<file path="src/rtl/vco_spi_master_pkg.sv">
// Shared types and constants for the VCO synthesizer SPI initiator.
// Serial-bus register map, control bits and FSM state type.
package vco_spi_master_pkg;

    localparam logic [6:0] VCO_DATA_ADDR = 7'd56;
    localparam logic [6:0] VCO_CTRL_ADDR = 7'd57;

    localparam int CTRL_CLR_OVF = 0;
    localparam int CTRL_FLUSH   = 1;

    localparam int WORD_BITS = 32;

    typedef enum logic [2:0] {
        ST_IDLE,
        ST_LOAD,
        ST_SHIFT_LO,
        ST_SHIFT_HI,
        ST_LATCH,
        ST_GAP
    } state_t;

    function automatic logic [31:0] pack_status(
        input logic       ovf,
        input logic [2:0] lvl,
        input logic       busy,
        input logic       lock
    );
        return {24'd0, ovf, lvl, 2'b00, busy, lock};
    endfunction

endpackage

</file>
<file path="src/rtl/vco_spi_master_fifo.sv">
// Pending-word buffer for the VCO SPI initiator.
// Push is accepted when not full or when a pop happens the same cycle; flush wins.
module vco_word_fifo #(
    parameter int DEPTH = 4,
    parameter int W     = 32
) (
    input  logic                     clock,
    input  logic                     reset_n,
    input  logic                     push,
    input  logic                     pop,
    input  logic                     flush,
    input  logic [W-1:0]             din,
    output logic [W-1:0]             dout,
    output logic [$clog2(DEPTH):0]   level,
    output logic                     full,
    output logic                     empty
);

    localparam int AW = $clog2(DEPTH);
    localparam int LW = AW + 1;

    logic [W-1:0]  mem [DEPTH];
    logic [AW-1:0] wptr;
    logic [AW-1:0] rptr;
    logic          do_push;
    logic          do_pop;

    assign empty   = (level == '0);
    assign full    = (level == LW'(DEPTH));
    assign do_pop  = pop && !empty;
    assign do_push = push && (!full || do_pop) && !flush;
    assign dout    = mem[rptr];

    // Storage array; contents need no reset, pointers define validity.
    always_ff @(posedge clock) begin
        if (do_push) begin
            mem[wptr] <= din;
        end
    end

    // Pointer and occupancy bookkeeping.
    always_ff @(posedge clock or negedge reset_n) begin
        if (!reset_n) begin
            wptr  <= '0;
            rptr  <= '0;
            level <= '0;
        end else if (flush) begin
            wptr  <= '0;
            rptr  <= '0;
            level <= '0;
        end else begin
            if (do_push) begin
                wptr <= wptr + AW'(1);
            end
            if (do_pop) begin
                rptr <= rptr + AW'(1);
            end
            if (do_push && !do_pop) begin
                level <= level + LW'(1);
            end else if (do_pop && !do_push) begin
                level <= level - LW'(1);
            end
        end
    end

endmodule

</file>
<file path="src/rtl/vco_spi_master.sv">
// SPI initiator for the VCO/PLL synthesizer: buffers 32-bit words from the
// serial register bus and shifts each out MSB-first followed by an LE pulse.
module vco_spi_master
    import vco_spi_master_pkg::*;
#(
    parameter logic [6:0] DATA_ADDR  = VCO_DATA_ADDR,
    parameter logic [6:0] CTRL_ADDR  = VCO_CTRL_ADDR,
    parameter int         CLK_DIV    = 4,
    parameter int         FIFO_DEPTH = 4
) (
    input  logic        clock,
    input  logic        reset_n,
    input  logic        serial_strobe,
    input  logic [6:0]  serial_addr,
    input  logic [31:0] serial_data,
    input  logic        vco_muxout,
    output logic        vco_sclk,
    output logic        vco_sdata,
    output logic        vco_le,
    output logic        bus_req,
    output logic        busy,
    output logic [31:0] status
);

    localparam int LW = $clog2(FIFO_DEPTH) + 1;
    localparam int DW = $clog2(CLK_DIV + 1);
    localparam logic [DW-1:0] DIV_LAST = DW'(CLK_DIV - 1);

    state_t              state;
    logic [31:0]         shreg;
    logic [4:0]          bit_cnt;
    logic [DW-1:0]       div;
    logic                phase_end;
    logic                push_req;
    logic                ctrl_req;
    logic                flush;
    logic                clr_ovf;
    logic                ovf_set;
    logic                pop;
    logic                overflow;
    logic                sync1;
    logic                lock;
    logic [31:0]         fifo_dout;
    logic [LW-1:0]       level;
    logic                full;
    logic                empty;

    assign push_req  = serial_strobe && (serial_addr == DATA_ADDR);
    assign ctrl_req  = serial_strobe && (serial_addr == CTRL_ADDR);
    assign flush     = ctrl_req && serial_data[CTRL_FLUSH];
    assign clr_ovf   = ctrl_req && serial_data[CTRL_CLR_OVF];
    assign phase_end = (div == DIV_LAST);
    assign pop       = !empty &&
                       ((state == ST_IDLE) ||
                        (state == ST_GAP && phase_end));
    assign ovf_set   = push_req && full && !pop;

    vco_word_fifo #(
        .DEPTH (FIFO_DEPTH),
        .W     (WORD_BITS)
    ) u_fifo (
        .clock   (clock),
        .reset_n (reset_n),
        .push    (push_req),
        .pop     (pop),
        .flush   (flush),
        .din     (serial_data),
        .dout    (fifo_dout),
        .level   (level),
        .full    (full),
        .empty   (empty)
    );

    assign busy   = (state != ST_IDLE) || (level != '0);
    assign status = pack_status(overflow, 3'(level), busy, lock);

    // Sticky overflow flag and lock-detect synchronizer.
    always_ff @(posedge clock or negedge reset_n) begin
        if (!reset_n) begin
            overflow <= 1'b0;
            sync1    <= 1'b0;
            lock     <= 1'b0;
        end else begin
            sync1 <= vco_muxout;
            lock  <= sync1;
            if (ovf_set) begin
                overflow <= 1'b1;
            end else if (clr_ovf) begin
                overflow <= 1'b0;
            end
        end
    end

    // Transfer FSM; pin registers take the value of the state being entered.
    always_ff @(posedge clock or negedge reset_n) begin
        if (!reset_n) begin
            state     <= ST_IDLE;
            shreg     <= '0;
            bit_cnt   <= '0;
            div       <= '0;
            vco_sclk  <= 1'b0;
            vco_sdata <= 1'b0;
            vco_le    <= 1'b0;
            bus_req   <= 1'b0;
        end else begin
            if (phase_end || state == ST_IDLE || state == ST_LOAD) begin
                div <= '0;
            end else begin
                div <= div + DW'(1);
            end
            unique case (state)
                ST_IDLE: begin
                    if (pop) begin
                        state   <= ST_LOAD;
                        shreg   <= fifo_dout;
                        bus_req <= 1'b1;
                    end
                end
                ST_LOAD: begin
                    state     <= ST_SHIFT_LO;
                    bit_cnt   <= 5'd31;
                    vco_sclk  <= 1'b0;
                    vco_sdata <= shreg[31];
                end
                ST_SHIFT_LO: begin
                    if (phase_end) begin
                        state    <= ST_SHIFT_HI;
                        vco_sclk <= 1'b1;
                    end
                end
                ST_SHIFT_HI: begin
                    if (phase_end) begin
                        vco_sclk <= 1'b0;
                        if (bit_cnt == 5'd0) begin
                            state     <= ST_LATCH;
                            vco_sdata <= 1'b0;
                            vco_le    <= 1'b1;
                        end else begin
                            state     <= ST_SHIFT_LO;
                            shreg     <= {shreg[30:0], 1'b0};
                            bit_cnt   <= bit_cnt - 5'd1;
                            vco_sdata <= shreg[30];
                        end
                    end
                end
                ST_LATCH: begin
                    if (phase_end) begin
                        state  <= ST_GAP;
                        vco_le <= 1'b0;
                    end
                end
                ST_GAP: begin
                    if (phase_end) begin
                        if (pop) begin
                            state <= ST_LOAD;
                            shreg <= fifo_dout;
                        end else begin
                            state   <= ST_IDLE;
                            bus_req <= 1'b0;
                        end
                    end
                end
                default: begin
                    state <= ST_IDLE;
                end
            endcase
        end
    end

endmodule
</file>
<file path="config.mk">
export PLATFORM = sky130hd
export DESIGN_NAME = vco_spi_master
export DESIGN_NICKNAME = d
export VERILOG_FILES = /design/src/rtl/vco_spi_master_pkg.sv /design/src/rtl/vco_spi_master_fifo.sv /design/src/rtl/vco_spi_master.sv
export SDC_FILE = /design/constraint.sdc
export NUM_CORES = 1
export LEC_CHECK = 0
export ABC_AREA = 0
export CAP_MARGIN = 20
export CORE_AREA = 4 4 118 120
export CTS_BUF_LIST = sky130_fd_sc_hd__clkbuf_4 sky130_fd_sc_hd__clkbuf_8 sky130_fd_sc_hd__clkbuf_16
export CTS_CLUSTER_DIAMETER = 100
export DETAILED_ROUTE_END_ITERATION = 8
export DIE_AREA = 0 0 122 124
export GPL_ROUTABILITY_DRIVEN = 0
export GPL_TIMING_DRIVEN = 0
export PLACE_DENSITY = 0.8
export SYNTH_ARGS = -nofsm -noshare
export SYNTH_HDL_FRONTEND = slang
export SYNTH_SLANG_ARGS = --single-unit
</file>
<file path="constraint.sdc">
create_clock -name clock -period 5.3 [get_ports clock]
set_clock_uncertainty 0.05 [all_clocks]
set_input_delay 1.59 -clock clock [delete_from_list [all_inputs] [get_ports clock]]
set_output_delay 1.59 -clock clock [all_outputs]
set_load 0.03 [all_outputs]
</file>
Yosys cells after proc, flatten, opt, wreduce, memory -nomap -nowiden
Memories as Yosys holds them, arrays and structs flattened.
Index checks and enable logic that the tools add are counted.
{ "classes": {"add_sub_neg": 6, "multipliers": 0, "div": 0, "order_cmp": 0, "eq_ne": 17, "n_shift": 0, "mux": 41, "bitwise_logic": 0, "n_reduce_logical": 45} }
{ "op_table": {"columns": ["cell", "n"], "rows": [
  ["two-way mux 32 bit", 4],
  ["one-hot mux 32 bit (3 select lines)", 1],
  ["two-way mux 3 bit", 10],
  ["one-hot mux 3 bit (6 select lines)", 1],
  ["!= test 2 bit (second input constant)", 8],
  ["nonzero test 3 bit", 5],
  ["== test 7 x 6 -> 1 bit (second input constant)", 2],
  ["two-way mux 1 bit", 14],
  ["logical AND 1 bit", 13],
  ["AND reduction 4 bit", 3],
  ["nonzero test 2 bit", 6],
  ["two-way mux 5 bit", 2],
  ["one-hot mux 5 bit (2 select lines)", 1],
  ["== test 3 x 2 -> 1 bit (second input constant)", 3],
  ["== test 3 bit (second input constant)", 3],
  ["two-way mux 2 bit", 4],
  ["adder 3 x 1 -> 3 bit (second input constant)", 2],
  ["zero test 1 bit", 6],
  ["zero test 3 bit", 2],
  ["one-hot mux 1 bit (2 select lines)", 3],
  ["AND reduction 3 bit", 2],
  ["zero test 5 bit", 1],
  ["logical OR 1 bit", 5],
  ["AND reduction 5 bit", 1],
  ["other kinds (6)", 7]
]} }
{ "word_totals": {"regBits": 57, "latchBits": 0, "ram_bits": 128, "rom_bits": 0, "inputBits": 43, "output_inout_bits": 37, "wordCells": 124, "memories": 1} }
{ "mem_list": {"columns": ["memory", "words", "width", "read_ports", "rd_clocked_by_memory_dff", "wr", "line_no", "rtl"], "rows": [
  ["u_fifo.mem", 4, 32, 1, 0, 1, "vco_spi_master_fifo.sv:22", "logic [W-1:0] mem [DEPTH];"]
]} }

Depth between registers and ports, before layout
Gate-level depths: netlist of run 1.
{ "depth": {"depth_word": 13, "ltp_mapped": 9, "depth_no_buf": 8} }

By module
A second synthesis of run 1 with hierarchy kept.
{ "hier_totals": {"hier_cells": 462, "area_unflattened_um2": 7922.6} }
{ "by_module_without_submodules": {"columns": ["mod", "n_inst", "cells_per_inst", "area_per_inst_um2", "seq_area_each_um2"], "rows": [
  ["vco_word_fifo", 1, 228, 5159.9, 4018.9],
  ["vco_spi_master", 1, 234, 2762.6, 1251.2]
]} }

Worst setup path before layout of run 1
OpenSTA, ideal clock, no wires.
{ "synth_timing": {"kind": "input to register", "startpoint": "input port serial_addr[6]", "endpoint": "memory u_fifo.mem[0][0] (enable)", "setup_time_ns": 0.392, "arrival_ns": 3.195, "required_ns": 4.858, "setup_slack_ns": 1.663, "path_stages": 4, "path_buffers": 0, "path_cell_list": "nor4b_2 > nand2_1 > nor3_2 > and2_1"} }
{ "synth_between": {"elab_chain_cells": 7, "elab_cells_between_ends": 10, "cone_classes": "eq/ne (2); mux (2); reduce/logical (6)"} }
{ "synth_lines": {"columns": ["element", "line_no", "rtl"], "rows": [
  ["start, declared", "vco_spi_master.sv:14", "input logic [6:0] serial_addr,"],
  ["== test 7 x 6 -> 1 bit", "vco_spi_master.sv:49", "assign ctrl_req = serial_strobe && (serial_addr == CTRL_ADDR);"],
  ["logical AND 1 bit", "vco_spi_master.sv:49", null],
  ["logical AND 1 bit", "vco_spi_master.sv:50", "assign flush = ctrl_req && serial_data[CTRL_FLUSH];"],
  ["zero test 1 bit", "vco_spi_master_fifo.sv:31", "assign do_push = push && (!full || do_pop) && !flush;"],
  ["logical AND 1 bit (*)", "vco_spi_master_fifo.sv:31", null],
  ["two-way mux 1 bit (*)", "vco_spi_master_fifo.sv:36", "if (do_push) begin"],
  ["two-way mux 1 bit (implied by the code) (*)", "vco_spi_master_fifo.sv:37", "mem[wptr] <= din;"],
  ["end, declared", "vco_spi_master_fifo.sv:22", null]
]} }
Every way passes the cells marked *; elsewhere a longest branch is shown, timed or not.

Worst setup path after layout of run 1
{ "layout_timing": {"startpoint": "input port serial_addr[6]", "endpoint": "memory u_fifo.mem[3][22] (enable)"} }
The elaborated chain is that of the path after synthesis.

==> flow_summary_export.csv, run 1 <==
group,metric,value,unit
outcome,outcome,"completed",
synthesis,synth_top_area_frac,0.495,
clock_tree,worstSkewPairLatency,0.43,ns
route,post_drt_wl_per_cell,18.5,µm
global_route,grt_max_degree,33,
pwr,ir_worst_vdd,0.000244,V
synthesis,synth_seq_area_share,0.679,
synthesis,synth_area_per_cell,16.0,µm²
sta,drv_slew,0,
clock_tree,cts_made_buffers,17,
setup_path,worstSetupPathType,"input port to register",
sta,fmax,259,MHz
route,ant_nets,0,
floorplan,core,13000,µm²
route,route.detailed.drc,0,
finish,antennaDiodeCount,0,
setup_path,r2r_slack,2.45,ns
floorplan,row_count,42,
clock_tree,cts_setup_buffers,0,
route,detail_route.first_pass.iterations,4,
setup_path,r2r_start,"div[0]$_DFF_PN0_",
synthesis,yosys_warnings,0,
floorplan,die_height,124,µm
setup_path,crit_family,"simple AND/OR/NAND/NOR gates",
sta,finalHoldViolCount,0,
setup_path,start_kind,"input port",
setup_path,end_kind,"register",
setup_path,crit_chain,"clkdlybuf4s50_1 > nor4b_2 > nand2_1 > nor3_2 > and2_2",
global_route,antenna_found_initial,0,
worst_hold_path,hp-class,"register to register",
worst_hold_path,hold_path_depth,0,
placement,dp.final_hpwl,8.95,mm
route,dr_total_vias,4303,
placement,io_buffers,53,
pwr,leakage,3.51,nW
setup_path,cp_slowest_stage_delay,0.85,ns
setup_path,startpoint,"serial_addr[6]",
pwr,pwr_density_cell,471,nW/µm²
setup_path,critical_path_buf_inv_count,1,
setup_path,crit_slowest_cell,"and2_2",
finish,synthToLayoutAreaGrowth,19.0,%
clock_tree,holdBufCountCts,0,
clock_tree,cts.sink_count,185,
setup_path,worstPathRequired,5.30,ns
clock_tree,clkTransAtPathRegs,0.06,ns
floorplan,die_w,122,µm
setup_path,critPathArrivalTime,3.86,ns
synthesis,synth.distinct_cells,48,
clock_tree,htree_levels,4,
global_route,grt_pass1_vias,4449,
clock_tree,cts_tree,"done",
floorplan,ios,80,
route,drtIter0Drc,221,
global_route,track_usage,0.205,
sta,finalSetupViolations,0,
clock_tree,cts.path.max_buffers,2,
synthesis,netlist.top_cell.by_area,"edfxtp_1",
route,vias_per_cell,5.57,
floorplan,initial_core_util,0.598,
sta,period_needed,3.86,ns
sta,tightest_slew,0.928,ns
finish,drive_gt1_frac,0.214,
synthesis,syn_area,7760,µm²
worst_hold_path,hp-start,"sync1$_DFF_PN0_",
sta,rsz0062_at_grt,"false",
finish,layout_common_cells,"128 x edfxtp_1, 57 x dfrtp_1, 52 x clkdlybuf4s50_1, 46 x nand2_1, 33 x mux2i_1",
synthesis,syn_inst,486,
synthesis,async_flop_share,0.308,
sta,period_share,0.729,
clock_tree,clock-root-buffer,"clkbuf_16",
setup_path,r2r_end,"u_fifo.mem[3][22]$_DFFE_PP_",
sta,relSlewSlack,0.381,
setup_path,reg2reg_depth,6,
finish,final_core_util,0.712,
synthesis,synth_top_flop_cell,"edfxtp_1",
synthesis,synth_top_cells_by_area,"edfxtp_1 50%, dfrtp_1 18%, mux4_2 9.3%, mux2i_1 4.3%, buf_4 2.8%",
finish,final_common_cell,"edfxtp_1",
global_route,grt_pass1_wl,23.0,mm
sta,setup_tns,0,ns
clock_tree,ctsResizeCount,0,
synthesis,synth_edf_count,128,
global_route,overflow,0,
setup_path,crit_fanout,32,
finish,nNetsFinal,636,
floorplan,die_area,15100,µm²
route,wl,14.3,mm
synthesis,yosys_register_bits,185,
run,maxCapViolCount,0,
worst_hold_path,hold_path_end,"lock$_DFF_PN0_",
[cell families (layout without fill, tap and decap cells)]
group                    count (synthesis)  after routing  share of synthesized area
flip-flops                             185            185                      0.679
AND/OR/NAND/NOR                         94             94                     0.0627
multiplexers                            67             67                      0.138
buffers and inverters                   65            151                     0.0501
AO/OA/AOI/OAI                           57             57                     0.0453
adder cells (fa/ha/maj)                  9              9                     0.0155
XOR/XNOR                                 8              8                    0.00902
other                                    1             26                   0.000483
[cell type report]
cell class,count,area [µm²]
flip-flops and latches,185,5270
clock buffers,21,462
inverters,10,37.5
multi-input cells,261,2200
repair buffers,54,546
well taps,176,220
plain buffers,55,352
clock inverters,11,148
fillers,837,3740
[worst max path at each step]
stage | to | slack (ns) | cells past startpoint
final | u_fifo.mem[3][22]$_DFFE_PP_ | 1.44 | 5
after global routing | u_fifo.mem[0][17]$_DFFE_PP_ | 1.24 | 5
after CTS | u_fifo.mem[3][18]$_DFFE_PP_ | 1.42 | 5
after detailed placement | u_fifo.mem[0][17]$_DFFE_PP_ | 0.99 | 5
after global placement | u_fifo.mem[0][18]$_DFFE_PP_ | 0.54 | 5
after floorplan | u_fifo.mem[0][0]$_DFFE_PP_ | 1.66 | 4
[state kept, by name, indices dropped and copies added (netlist names)]
| signal | flops |
|---|---|
| shreg | 32 |
| overflow | 1 |
| vco_le | 1 |
| div | 3 |
| lock | 1 |
| sync1 | 1 |
| state | 3 |
| u_fifo.level | 3 |
| bit_cnt | 5 |
| vco_sdata | 1 |
| u_fifo.wptr | 2 |
| u_fifo.mem | 128 |
| vco_sclk | 1 |
| u_fifo.rptr | 2 |
| bus_req | 1 |
[stage by stage]
stage | instances | hold slack (ns) | worst slack (ns) | power [mW] | area (µm²)
global route | 773 | 0.331 | 1.24 | 4.58 | 9240
finish | 773 | 0.316 | 1.44 | 4.36 | 9240
detailed placement | 741 | 0.304 | 0.992 | 3.08 | 8630
floorplan | 511 | 0.281 | 1.66 | 2.76 | 7860
CTS | 773 | 0.320 | 1.42 | 4.38 | 9240
global placement | 740 | 0.289 | 0.538 | 3.03 | 8610
[worst register-to-register path: cells and delay by family, from the launching register on]
family	cells	cell delay, ns
simple gates	4	1.59
fa+ha+maj	2	0.46
flops	1	0.36
[power by group]
group	switching [mW]	total (mW)	internal, mW	leakage, nW
Sequential	0.132	1.86	1.72	1.83
Clock	0.517	1.29	0.770	0.293
Combinational	0.632	1.21	0.580	1.39
Total	1.28	4.36	3.07	3.51
[cells in the mapped netlist, types with 2 or more instances]
cell type  instances
edfxtp_1         128
dfrtp_1           57
nand2_1           46
mux2i_1           33
mux4_2            32
o21ai_0           32
buf_4             29
buf_2             15
nor2_1            14
inv_1             10
ha_1               8
nor3_1             8
clkbuf_1           7
nand3_1            5
xor2_1             5
a21oi_1            4
and2_1             4
o21ai_1            4
nor3_2             3
o21a_1             3
o31ai_1            3
xnor2_1            3
buf_6              2
clkbuf_2           2
nand3b_1           2
nand4b_1           2
nor2b_1            2
nor4b_2            2
o22a_1             2
[metal layers]
metal,up-vias,track usage,part of all wire
met1,2192,0.253,0.39
met2,119,0.355,0.54
met5,-,0,0
met3,24,0.0436,0.049
li1,1968,-,-
met4,0,0.0847,0.020
(Power assumes the default switching activity.)
==> run 2, diff against run 1 <==
--- a/config.mk
+++ b/config.mk
@@ -7,14 +7,14 @@
 export LEC_CHECK = 0
 export ABC_AREA = 0
 export CAP_MARGIN = 20
-export CORE_AREA = 4 4 118 120
+export CORE_AREA = 4 4 129 131
 export CTS_BUF_LIST = sky130_fd_sc_hd__clkbuf_4 sky130_fd_sc_hd__clkbuf_8 sky130_fd_sc_hd__clkbuf_16
 export CTS_CLUSTER_DIAMETER = 100
 export DETAILED_ROUTE_END_ITERATION = 8
-export DIE_AREA = 0 0 122 124
+export DIE_AREA = 0 0 133 135
 export GPL_ROUTABILITY_DRIVEN = 0
 export GPL_TIMING_DRIVEN = 0
-export PLACE_DENSITY = 0.8
+export PLACE_DENSITY = 0.71
 export SYNTH_ARGS = -nofsm -noshare
 export SYNTH_HDL_FRONTEND = slang
 export SYNTH_SLANG_ARGS = --single-unit
==> constraint.sdc (replaced) <==
create_clock -name clock -period 3.2 [get_ports clock]
set_clock_uncertainty 0.05 [all_clocks]
set_input_delay 0.96 -clock clock [delete_from_list [all_inputs] [get_ports clock]]
set_output_delay 0.96 -clock clock [all_outputs]
set_load 0.03 [all_outputs]
==> run 2 against run 1 <==
Compared with the run above: first-iteration DRC count fell by 5.9%; global-route usage fell by 4.2 points; highest routed layer unchanged; worst hold slack got worse by 0.0015 ns; worst setup slack got worse by 1.3 ns; power rose by 62%; routed wire length fell by 4.3%; critical path depth rose by 1; critical path type unchanged; count of clock-buffer cells in the layout rose by 1.
==> flow_summary_export.csv, run 2 (synthesized netlist as in run 1, its figures left out) <==
group,metric,value,unit
sta,relSlewSlack,0.522,
clock_tree,worstSkewPairLatency,0.43,ns
finish,layout_common_cells,"128 x edfxtp_1, 57 x dfrtp_1, 52 x clkdlybuf4s50_1, 46 x nand2_1, 33 x mux2i_1",
global_route,track_usage,0.162,
global_route,grt_pass1_wl,22.4,mm
pwr,seq_power_share,0.435,
route,dr_total_vias,4224,
route,wl_met1,5.72,mm
floorplan,core,15600,µm²
setup_path,critPathArrivalTime,3.12,ns
clock_tree,clkTransAtPathRegs,0.06,ns
setup_path,crit_fanout,17,
finish,antennaDiodeCount,0,
floorplan,die_w,133,µm
pwr,intPower,4.93,mW
setup_path,end_kind,"register",
sta,tightest_slew,0.717,ns
sta,period_needed,3.04,ns
sta,period_share,0.951,
finish,synthToLayoutAreaGrowth,20.7,%
sta,setup_tns,0,ns
global_route,grt_max_degree,32,
outcome,outcome,"completed",
placement,dp.final_hpwl,9.47,mm
pwr,power_frac_comb,0.284,
global_route,grt_pass1_vias,4363,
clock_tree,cts.path.max_buffers,2,
floorplan,ios,80,
route,ant_nets,0,
global_route,antenna_found_initial,0,
route,highest_layer,"met4",
sta,finalHoldViolCount,0,
pwr,ir_worst_vdd,0.000565,V
sta,fmax,329,MHz
floorplan,initial_core_util,0.498,
sta,rsz0062_at_grt,"false",
route,wl_met3,731,µm
finish,nNetsFinal,641,
route,route.detailed.drc,0,
pwr,pwr_density_cell,751,nW/µm²
route,drtIter0Drc,208,
setup_path,start_kind,"input port",
finish,drive_gt1_frac,0.224,
finish,largest_register_ff_count,128,
route,wl_met2,7.15,mm
clock_tree,clock-root-buffer,"clkbuf_16",
clock_tree,cts_tree,"done",
route,wl,13.7,mm
route,vias_per_cell,5.16,
pwr,p_total,7.04,mW
setup_path,worstPathRequired,3.28,ns
route,detail_route.first_pass.iterations,4,
finish,final_common_cell,"edfxtp_1",
pwr,clockPowerShare,0.281,
finish,reg.largest.list,"u_fifo.mem: 128 flops, shreg: 32 flops, bit_cnt: 5 flops",
setup_path,worstSetupPathType,"input port to register",
run,maxCapViolCount,0,
worst_hold_path,hp-class,"register to register",
placement,io_buffers,53,
floorplan,die_height,135,µm
placement,placed_cells,785,
floorplan,row_count,46,
sta,drv_slew,0,
floorplan,die_area,18000,µm²
finish,instances_no_fill,818,
pwr,leakage,3.55,nW
finish,final_core_util,0.601,
pwr,switching_share,0.300,
clock_tree,holdBufCountCts,0,
pwr,power.switching,2.12,mW
finish,num-fill-cells,1186,
clock_tree,cts.sink_count,185,
clock_tree,htree_levels,4,
route,post_drt_wl_per_cell,16.7,µm
clock_tree,cts_made_buffers,17,
sta,finalSetupViolations,0,
global_route,overflow,0,
finish,largest-register,"u_fifo.mem",
## run 2: changes by cell type in the layout (fill, tap and decap cells not counted), moves of 2 or more
cell,delta
bufinv_16,-3
buf_16,+4
inv_6,+4
clkinv_1,-2
## run 2: per-stage QoR
step | area (µm²) | hold WS, ns | setup slack [ns]
finish | 9370 | 0.315 | 0.157
floorplan | 7860 | 0.281 | 0.193
global placement | 8660 | 0.290 | -0.964
CTS | 9360 | 0.324 | 0.0538
global route | 9370 | 0.322 | 0.0161
detailed placement | 8790 | 0.308 | -0.276
## run 2: repair_timing
action / CTS / global route
setup endpoints to repair: 1 / 1
setup buffers: 0 / 1
resized for setup: 1 / 0
endpoints found under the hold margin: 0 / 0
cloned: 0 / 0
pin swaps: 0 / 1
## run 2: final cells by class
class | count | area [µm²] | share of cell area
plain buffers | 55 | 352 | 0.0375
flip-flops and latches | 185 | 5270 | 0.562
clock buffers | 22 | 487 | 0.0519
well taps | 216 | 270 | 0.0288
clock inverters | 10 | 81.3 | 0.00868
repair buffers | 59 | 663 | 0.0708
multi-input cells | 261 | 2210 | 0.236
inverters | 10 | 37.5 | 0.00401
## run 2: layer usage
layer,GRT usage,up-vias
met5,0,-
met4,0.0450,0
met3,0.0440,9
met2,0.284,111
met1,0.200,2123
li1,-,1981
## run 2: path summary, 6_finish.rpt
path	startpoint	end	slack, ns	cells after the start
setup / recovery	serial_addr[6]	u_fifo.mem[2][28]$_DFFE_PP_	0.16	6
hold / removal	sync1$_DFF_PN0_	lock$_DFF_PN0_	0.31	0
setup reg to reg	div[0]$_DFF_PN0_	u_fifo.mem[2][28]$_DFFE_PP_	0.50	7
hold reg to reg	sync1$_DFF_PN0_	lock$_DFF_PN0_	0.31	0
max in group asynchronous	reset_n	u_fifo.wptr[0]$_DFFE_PN0P_	1.97	2
min in group asynchronous	reset_n	shreg[22]$_DFFE_PN0P_	0.53	1
## run 2: worst max-delay path, cell delays in order
cell and delay (ns):
clkdlybuf4s50_1 0.41, nor4b_2 0.34, nand2_1 0.23, nor3_2 0.36, and2_2 0.57, buf_16 0.23
## run 2: power by group through the flow
stage	clock (mW)	sequential, mW	combinational (mW)
CTS	2.01	3.06	2.03
floorplan	0	3.12	1.46
global placement	0	3.08	1.95
global route	2.14	3.10	2.22
finish	1.98	3.06	2.00
detailed placement	0	3.10	2.02
